## config.mk

```make
export PLATFORM = sky130hd
export DESIGN_NAME = booth_mul_pipe_flat
export DESIGN_NICKNAME = d
export VERILOG_FILES = /design/src/rtl/booth_mul_pipe_if.sv /design/src/rtl/booth_mul_pipe.sv /design/src/flat_wrapper.sv
export SDC_FILE = /design/constraint.sdc
export NUM_CORES = 2
export LEC_CHECK = 0
export CAP_MARGIN = 40
export CORE_MARGIN = 5
export CORE_UTILIZATION = 54
export CTS_BUF_LIST = sky130_fd_sc_hd__clkbuf_8
export DETAILED_ROUTE_END_ITERATION = 7
export PLACE_DENSITY = 0.71
export SLEW_MARGIN = 15
export SYNTH_ARGS = -nofsm -noshare
export SYNTH_HDL_FRONTEND = slang
export SYNTH_SLANG_ARGS = --single-unit
export TNS_END_PERCENT = 20
```

## constraint.sdc

```tcl
create_clock -name clk -period 35.3 [get_ports clk]
set_input_delay 3.53 -clock clk [delete_from_list [all_inputs] [get_ports clk]]
set_output_delay 3.53 -clock clk [all_outputs]
set_load 0.03 [all_outputs]
```

## src/rtl/booth_mul_pipe_if.sv

```systemverilog
// Operand/result bus of the pipelined Booth multiplier.
// master = issue/consumer side, slave = multiplier.
interface booth_mul_pipe_if #(
  parameter int unsigned WIDTH = 32,
  parameter int unsigned TAG_W = 4
);

  logic [WIDTH-1:0]   data1;
  logic [WIDTH-1:0]   data2;
  logic               sign_i;
  logic [TAG_W-1:0]   tag_i;
  logic               valid_i;
  logic               ready_o;
  logic [2*WIDTH-1:0] res;
  logic [TAG_W-1:0]   tag_o;
  logic               valid_o;
  logic               ready_i;

  modport master (
    output data1, data2, sign_i, tag_i, valid_i, ready_i,
    input  ready_o, res, tag_o, valid_o
  );

  modport slave (
    input  data1, data2, sign_i, tag_i, valid_i, ready_i,
    output ready_o, res, tag_o, valid_o
  );

endinterface

```

## src/rtl/booth_mul_pipe.sv

```systemverilog
// Fully pipelined radix-4 Booth multiplier, signed/unsigned per transaction,
// with tag sideband and a global stall driven by output backpressure.
// Register levels: operands -> Booth recode -> partial products -> carry-save -> result.
module booth_mul_pipe #(
  parameter int unsigned WIDTH = 32,
  parameter int unsigned TAG_W = 4
) (
  input logic             clk,
  input logic             rst_n,
  booth_mul_pipe_if.slave bus
);

  localparam int unsigned EW  = WIDTH + 2;     // extended operand width
  localparam int unsigned PPW = WIDTH + 3;     // partial-product row width
  localparam int unsigned NPP = WIDTH / 2 + 1; // number of Booth digits
  localparam int unsigned PW  = 2 * WIDTH;     // product width

  // Sum of the constant terms that replace each row's sign extension
  function automatic logic [PW-1:0] sign_corr();
    logic [PW-1:0] c;
    int unsigned   k;
    c = '0;
    for (int unsigned j = 0; j < NPP; j++) begin
      k = WIDTH + 2 + 2 * j;
      if (k < PW) c = c - (PW'(1) << k);
    end
    return c;
  endfunction

  localparam logic [PW-1:0] CORR = sign_corr();

  logic                      stall_c;
  logic                      v1_q, vrc_q, v2_q, v3_q, valid_o_q;
  logic [WIDTH-1:0]          a1_q, b1_q;
  logic                      sign1_q;
  logic [TAG_W-1:0]          tag1_q, tagrc_q, tag2_q, tag3_q, tag_o_q;
  logic [EW-1:0]             arc_d, arc_q;
  logic [NPP-1:0]            one_d, one_q, two_d, two_q, neg_d, neg_q;
  logic [NPP-1:0][PPW-1:0]   pp_d, pp_q;
  logic [PW-1:0]             nbit_d, nbit_q;
  logic [PW-1:0]             sum_d, sum_q, carry_d, carry_q;
  logic [PW-1:0]             res_d, res_q;

  assign stall_c     = valid_o_q & ~bus.ready_i;
  assign bus.ready_o = rst_n & ~stall_c;
  assign bus.res     = res_q;
  assign bus.tag_o   = tag_o_q;
  assign bus.valid_o = valid_o_q;

  // Recode: extend operands per mode and derive Booth digit controls
  always_comb begin
    logic [EW-1:0] bext;
    logic [EW:0]   bx;
    logic          b0, b1, b2;
    arc_d = {{2{sign1_q & a1_q[WIDTH-1]}}, a1_q};
    bext  = {{2{sign1_q & b1_q[WIDTH-1]}}, b1_q};
    bx    = {bext, 1'b0};
    one_d = '0;
    two_d = '0;
    neg_d = '0;
    b0    = 1'b0;
    b1    = 1'b0;
    b2    = 1'b0;
    for (int unsigned j = 0; j < NPP; j++) begin
      b0       = bx[2*j];
      b1       = bx[2*j+1];
      b2       = bx[2*j+2];
      one_d[j] = b1 ^ b0;
      two_d[j] = (b2 & ~b1 & ~b0) | (~b2 & b1 & b0);
      neg_d[j] = b2 & ~(b1 & b0);
    end
  end

  // Partial products: one's-complement rows with inverted sign bit; +1 kept in nbit
  always_comb begin
    logic [PPW-1:0] a3, mag, prod;
    pp_d   = '0;
    nbit_d = '0;
    a3     = {arc_q[EW-1], arc_q};
    mag    = '0;
    prod   = '0;
    for (int unsigned j = 0; j < NPP; j++) begin
      mag           = one_q[j] ? a3 : (two_q[j] ? {arc_q, 1'b0} : '0);
      prod          = neg_q[j] ? ~mag : mag;
      pp_d[j]       = {~prod[PPW-1], prod[PPW-2:0]};
      nbit_d[2*j]   = neg_q[j];
    end
  end

  // Carry-save reduction of all rows plus the sign-correction constant
  always_comb begin
    logic [PW-1:0] row, t;
    sum_d   = PW'(pp_q[0]);
    carry_d = nbit_q;
    row     = '0;
    t       = '0;
    for (int unsigned j = 1; j < NPP; j++) begin
      row     = PW'(pp_q[j]) << (2 * j);
      t       = sum_d ^ carry_d ^ row;
      carry_d = ((sum_d & carry_d) | (sum_d & row) | (carry_d & row)) << 1;
      sum_d   = t;
    end
    t       = sum_d ^ carry_d ^ CORR;
    carry_d = ((sum_d & carry_d) | (sum_d & CORR) | (carry_d & CORR)) << 1;
    sum_d   = t;
  end

  // Final carry-propagate add
  always_comb begin
    res_d = sum_q + carry_q;
  end

  // Stage valids and result register, cleared by reset, frozen on stall
  always_ff @(posedge clk) begin
    if (!rst_n) begin
      v1_q      <= 1'b0;
      vrc_q     <= 1'b0;
      v2_q      <= 1'b0;
      v3_q      <= 1'b0;
      valid_o_q <= 1'b0;
      res_q     <= '0;
      tag_o_q   <= '0;
    end else if (!stall_c) begin
      v1_q      <= bus.valid_i;
      vrc_q     <= v1_q;
      v2_q      <= vrc_q;
      v3_q      <= v2_q;
      valid_o_q <= v3_q;
      if (v3_q) begin
        res_q   <= res_d;
        tag_o_q <= tag3_q;
      end
    end
  end

  // Stage data registers, loaded only when the feeding stage holds a transaction
  always_ff @(posedge clk) begin
    if (!stall_c) begin
      if (bus.valid_i) begin
        a1_q    <= bus.data1;
        b1_q    <= bus.data2;
        sign1_q <= bus.sign_i;
        tag1_q  <= bus.tag_i;
      end
      if (v1_q) begin
        arc_q   <= arc_d;
        one_q   <= one_d;
        two_q   <= two_d;
        neg_q   <= neg_d;
        tagrc_q <= tag1_q;
      end
      if (vrc_q) begin
        pp_q    <= pp_d;
        nbit_q  <= nbit_d;
        tag2_q  <= tagrc_q;
      end
      if (v2_q) begin
        sum_q   <= sum_d;
        carry_q <= carry_d;
        tag3_q  <= tag2_q;
      end
    end
  end

endmodule
```

## src/flat_wrapper.sv

```systemverilog
// flat-port wrapper written by rule: the top's interface ports become plain ports
module booth_mul_pipe_flat 
#(
  parameter int unsigned WIDTH = 32,
  parameter int unsigned TAG_W = 4
)
  (clk, rst_n, bus_data1, bus_data2, bus_sign_i, bus_tag_i, bus_valid_i, bus_ready_i, bus_ready_o, bus_res, bus_tag_o, bus_valid_o);
  booth_mul_pipe_if #(.WIDTH(WIDTH), .TAG_W(TAG_W)) bus_i ();
  input logic clk;
  input logic rst_n;
  input wire logic [$bits(bus_i.data1)-1:0] bus_data1;
  input wire logic [$bits(bus_i.data2)-1:0] bus_data2;
  input wire logic [$bits(bus_i.sign_i)-1:0] bus_sign_i;
  input wire logic [$bits(bus_i.tag_i)-1:0] bus_tag_i;
  input wire logic [$bits(bus_i.valid_i)-1:0] bus_valid_i;
  input wire logic [$bits(bus_i.ready_i)-1:0] bus_ready_i;
  output wire logic [$bits(bus_i.ready_o)-1:0] bus_ready_o;
  output wire logic [$bits(bus_i.res)-1:0] bus_res;
  output wire logic [$bits(bus_i.tag_o)-1:0] bus_tag_o;
  output wire logic [$bits(bus_i.valid_o)-1:0] bus_valid_o;
  assign bus_i.data1 = bus_data1;
  assign bus_i.data2 = bus_data2;
  assign bus_i.sign_i = bus_sign_i;
  assign bus_i.tag_i = bus_tag_i;
  assign bus_i.valid_i = bus_valid_i;
  assign bus_i.ready_i = bus_ready_i;
  assign bus_ready_o = bus_i.ready_o;
  assign bus_res = bus_i.res;
  assign bus_tag_o = bus_i.tag_o;
  assign bus_valid_o = bus_i.valid_o;
  booth_mul_pipe #(.WIDTH(WIDTH), .TAG_W(TAG_W)) u_core (.clk(clk), .rst_n(rst_n), .bus(bus_i));
endmodule
```

* Word level (Yosys, flattened, before mapping) *
Cells that the tools add are included.

storage, ports and cells
  flip-flop bits (word level) = 972
  bits in latches = 0
  bits in writable memories = 0
  memory bits (read-only) = 0
  bits of input ports = 73
  output and inout port bits = 70
  logic and storage cells = 421
  memories = 0

cells by class
  add/subtract/negate cells = 1
  multiply operators = 0
  divide/modulo/power cells = 0
  $lt $le $gt $ge = 0
  equality and inequality tests = 0
  shifts and indexed selects = 0
  multiplexer cells = 50
  bitwise operators = 327
  reduce and logical (&&, ||, !) cells = 5

operator list
  kind              count
  $or A63 B63 Y63   31
  $mux W35          45
  $and A63 B63 Y63  22
  $xor A64 B64 Y64  18
  $not A35 Y35      15
  $and A63 B39 Y63  2
  $and A63 B41 Y63  2
  $and A63 B43 Y63  2
  $and A63 B45 Y63  2
  $and A63 B47 Y63  2
  $and A63 B49 Y63  2
  $and A63 B51 Y63  2
  $and A63 B53 Y63  2
  $and A63 B55 Y63  2
  $and A63 B57 Y63  2
  $and A63 B59 Y63  2
  $and A63 B61 Y63  2
  $or A63 B62 Y63   2
  $mux W34          3
  $and A1 B1 Y1     97
  $not A1 Y1        65
  $add A64 B64 Y64  1
  $mux W32          2
  $xor A64 B39 Y64  1
  other kinds (24)  57

* Longest topological paths before layout *
  depth after elaboration = 51
  depth in mapped cells = 21
  depth with buffers taken out = 21

* Least setup slack after synthesis *
OpenSTA, ideal clock, no wires.

  path kind = in2reg
  start = input bus_ready_i
  end = register u_core.v2_q
  library setup time = 0.126 ns
  arrival time = 18.610 ns
  required time = 35.174 ns
  setup slack = 16.564 ns
  cell stages on the path = 3
  path buffers = 0
  cell sequence = nand2b_1 > and2_1 > o21a_1

between the ends
  cells in the longest elaborated chain, start to end = 2

RTL lines
  element                 line                   text
  start: declaration      flat_wrapper.sv:16     input wire logic [$bits(bus_i.ready_i)-1:0] bus_ready_i;
  $not A1 Y1              booth_mul_pipe.sv:44   assign stall_c = valid_o_q & ~bus.ready_i;
  $and A1 B1 Y1           booth_mul_pipe.sv:44
  end signal: assignment  booth_mul_pipe.sv:126  v2_q <= vrc_q;
  end: declaration        booth_mul_pipe.sv:33   logic v1_q, vrc_q, v2_q, v3_q, valid_o_q;

No other way between the ends.
A chain may end at the register's enable or synchronous reset.

* Worst setup path after layout *
  start = register u_core.nbit_q[32]
  end = register u_core.sum_q[32] (data pin)

between the ends
  cells in the longest elaborated chain, start to end = 33

RTL lines
  element                        line                   text
  start: declaration             booth_mul_pipe.sv:40   logic [PW-1:0] nbit_d, nbit_q;
  start signal: assignment       booth_mul_pipe.sv:154  nbit_q <= nbit_d;
  $xor A35 B33 Y35               booth_mul_pipe.sv:99   t = sum_d ^ carry_d ^ row;
  $xor A35 B37 Y37               booth_mul_pipe.sv:99
  $xor A64 B64 Y64               booth_mul_pipe.sv:99
  $xor A64 B39 Y64               booth_mul_pipe.sv:99
  $xor A64 B64 Y64               booth_mul_pipe.sv:99
  $xor A64 B41 Y64               booth_mul_pipe.sv:99
  $xor A64 B64 Y64               booth_mul_pipe.sv:99
  $xor A64 B43 Y64               booth_mul_pipe.sv:99
  (+15 left out)                 -
  $xor A64 B59 Y64               booth_mul_pipe.sv:99
  $xor A64 B64 Y64               booth_mul_pipe.sv:99
  $xor A64 B61 Y64               booth_mul_pipe.sv:99
  $xor A64 B64 Y64               booth_mul_pipe.sv:99
  $xor A64 B63 Y64               booth_mul_pipe.sv:99
  $xor A64 B64 Y64 (4 in a row)  booth_mul_pipe.sv:99
  $xor A64 B64 Y64               booth_mul_pipe.sv:103  t = sum_d ^ carry_d ^ CORR;
  net u_core.sum_d[32]           booth_mul_pipe.sv:41   logic [PW-1:0] sum_d, sum_q, carry_d, carry_q;
  end signal: assignment         booth_mul_pipe.sv:158  sum_q <= sum_d;
  end: declaration               booth_mul_pipe.sv:41

The timed path passes the listed nets, and every way through them passes these cells.

==> impl_metrics.csv <==
group,metric,value,unit
status,status,"finished clean",
synthesis,synth_flop_cell,"edfxtp_1",
worst_setup_path,critPathCaptureType,"flop",
floorplan,io_pins,143,
synthesis,syn_area,58700,um^2
timing,worstMarginPinSlew,1190,ps
placed_design,gp_congestion,0.840,
worst_setup_path,worstPathArrival,9300,ps
synthesis,ys_seq_elements,955,
timing,timing_hold_violations_final,0,
clocking,post_cts_resized,0,
timing,max_slew_margin,20.3,%
clocking,clock_sinks,955,
clocking,postCtsHoldBufs,0,
global_routing,grt_util_all_layers,23.8,%
route,drc,0,
worst_setup_path,crit_buf_inv,2,
floorplan,fp.coreArea,108000,um^2
final_layout,drive_gt1_share,6.25,%
worst_setup_path,crit_chain,"fa_1 > fa_1 > fa_1 > fa_1 > fa_1 > fa_1 > fa_1 > fa_1 > fa_1 > fa_1 > fa_1 > fa_1 > fa_1 > fa_1 > fa_1 > inv_1 > fa_1 > inv_1 > ha_1",
timing,fin_skew,42.4,ps
final_layout,layout_commonest_cell,"nand2_1",
timing,period_share,24.7,%
min_path,hold_class,"reg2reg",
final_layout,layout_common_cells,"nand2_1 (1128), edfxtp_1 (882), o21ai_0 (561), fa_1 (495), xor2_1 (494)",
route,drt_iter0_drc,3462,
global_routing,grt_max_degree,200,
clocking,clk_pin_slew,60,ps
clocking,numCtsBuffers,168,
clocking,clock_path_buffers,3,
global_routing,first_global_vias,38890,
final_layout,num-nets-final,5889,
timing,setup_viol,0,
worst_setup_path,worstSetupPathType,"reg2reg",
run,max_cap_violations,0,
clocking,post_cts_buffers,0,
worst_setup_path,crit_top_cell,"fa_1",
synthesis,synth-edff-count,882,
final_layout,syn2layout_area_growth,9.40,%
route,antenna_left,0,
route,vias_per_cell,5.63,
timing,fin_setup_tns,0,ps
route,routed_wirelength,137000,um
synthesis,async_flop_share,0,%
route,vias,37078,
final_layout,nFillCells,8525,
placed_design,hpwlAfterDp,89200,um
worst_setup_path,reg2reg_slack,26600,ps
min_path,min-delay-start,"u_core.a1_q[16]",
floorplan,chipWidth,340,um
min_path,whs_endpoint,"u_core.arc_q[16]",
worst_setup_path,critPathMaxStageDelay,570,ps
worst_setup_path,start_kind,"flop",
worst_setup_path,cp_max_fo,1,
synthesis,yosys_warnings,0,
worst_setup_path,cp_top_family,"adder cells",
timing,period_minus_slack,8700,ps
timing,drv_slew,0,
synthesis,synthTopCellsByArea,"edfxtp_1 (45%), fa_1 (17%), xor2_1 (7.4%)",
clocking,cts_tree,"done",
synthesis,synthCells,5051,
min_path,hold_depth,0,
clocking,clockRootBuffer,"clkbuf_8",
worst_setup_path,ff2ff_path_depth,19,
worst_setup_path,r2r-start,"u_core.nbit_q[32]",
clocking,htreeDepth,4,
timing,clock.fmax,115,MHz
synthesis,yosys.area.top_type,"edfxtp_1",
floorplan,die_height,340,um
timing,grt_setup_unrepaired,"false",
worst_setup_path,worstPathRequired,35900,ps
floorplan,start_util,54.1,%
synthesis,synth_top_area_share,45.1,%
global_routing,grt-ovfl-total,0,
global_routing,antenna_found_initial,2,
clocking,clk_latency,860,ps
synthesis,synth.distinct_cells,61,
synthesis,seq_area_frac_synth,47.6,%
route,wire_per_inst,20.8,um
worst_setup_path,r2r_end,"u_core.sum_q[32]",
floorplan,rows,121,
route,dr.pass1.iters,8,
synthesis,syn_area_per_cell,11.6,um^2
global_routing,grt_pass1_wl,217000,um
synthesis,syn-num-nets,5893,
worst_setup_path,critPathSlowestCell,"fa_1",
floorplan,die_area,115000,um^2
placed_design,port_buffers,142,
[sequential cells by signal, summed over array words and instances (netlist names), 4 cells and up]
name,flops
u_core.one_q,17
u_core.bus.res,64
u_core.tag3_q,4
u_core.nbit_q,17
u_core.b1_q,32
u_core.pp_q,591
u_core.carry_q,46
u_core.arc_q,33
u_core.neg_q,17
u_core.two_q,16
u_core.tag2_q,4
u_core.a1_q,32
u_core.tag1_q,4
u_core.tagrc_q,4
u_core.bus.tag_o,4
u_core.sum_q,64
[cell families after synthesis]
group / after synthesis / share of synthesized area, %
XOR/XNOR: 617 / 9.21
AND/OR/NAND/NOR: 1321 / 9.14
other: 1 / 0.00639
multiplexers: 3 / 0.0533
flip-flops: 955 / 47.6
AO/OA/AOI/OAI: 767 / 7.29
adder cells (fa/ha/maj): 769 / 22.7
buffers and inverters: 618 / 3.96
[layer usage]
metal	up-vias	global-route usage, %	wire length, um
met3	279	4.50	11000
li1	16816	-	-
met1	18457	33.0	56700
met4	0	7.61	3770
met5	-	0	0
met2	1526	38.6	65400
[per-stage QoR]
stage | hold WS (ps) | worst slack, ps | std cells | util, % | cell area [um^2]
final | 405 | 26600 | 6587 | 59.2 | 64200
after global placement | 401 | 26650 | 6287 | 56.3 | 61100
after floorplan | 400 | 16560 | 5051 | - | 58700
after global routing | 405 | 26350 | 6587 | 59.2 | 64200
after CTS | 409 | 26610 | 6583 | 59.2 | 64200
after detailed placement | 405 | 26590 | 6290 | 56.4 | 61100
[area by class of cell]
type / count / area [um^2] / share of cell area, %
repair buffers: 241 / 2260 / 3.52
clock inverters: 115 / 572 / 0.891
multi-input cells: 3478 / 28400 / 44.3
flip-flops and latches: 955 / 27900 / 43.5
inverters: 203 / 762 / 1.19
diodes: 3 / 7.51 / 0.0117
well taps: 1414 / 1770 / 2.76
clock buffers: 178 / 2450 / 3.82
[synth_stat cells, types with 4 or more instances]
library cell and number:
a21boi_0 26, nor3_1 6, xor2_1 494, dfxtp_1 73, a31oi_1 12, a21o_1 19
o211a_1 6, nor2_1 28, o211ai_1 4, buf_1 42, nand2b_1 15, xnor2_1 123
and2_1 40, edfxtp_1 882, nor2b_1 22, a21oi_1 51, o21ai_0 561, or3_1 5
nand2_1 1129, nand3_1 29, o21bai_1 9, fa_1 495, nand4_1 9, inv_1 203
o21a_1 11, a211oi_1 6, ha_1 274, clkbuf_1 370, nand3b_1 13, a22oi_1 35
and3_1 11
[worst max-delay path by stage]
stage	startpoint	endpoint	slack (ps)	cells past startpoint
3_5_place_dp	u_core.nbit_q[32]	u_core.sum_q[32]	26590	19
2_1_floorplan	bus_ready_i	u_core.v2_q	16560	3
6_report	u_core.nbit_q[32]	u_core.sum_q[32]	26600	19
3_3_place_gp	u_core.nbit_q[32]	u_core.sum_q[32]	26650	19
5_1_grt	u_core.pp_q[32]	u_core.sum_q[32]	26350	19
4_1_cts	u_core.pp_q[32]	u_core.sum_q[32]	26610	19
Power is not shown: default switching activity piles up to over one toggle a cycle in this logic, so the estimate is an artifact.
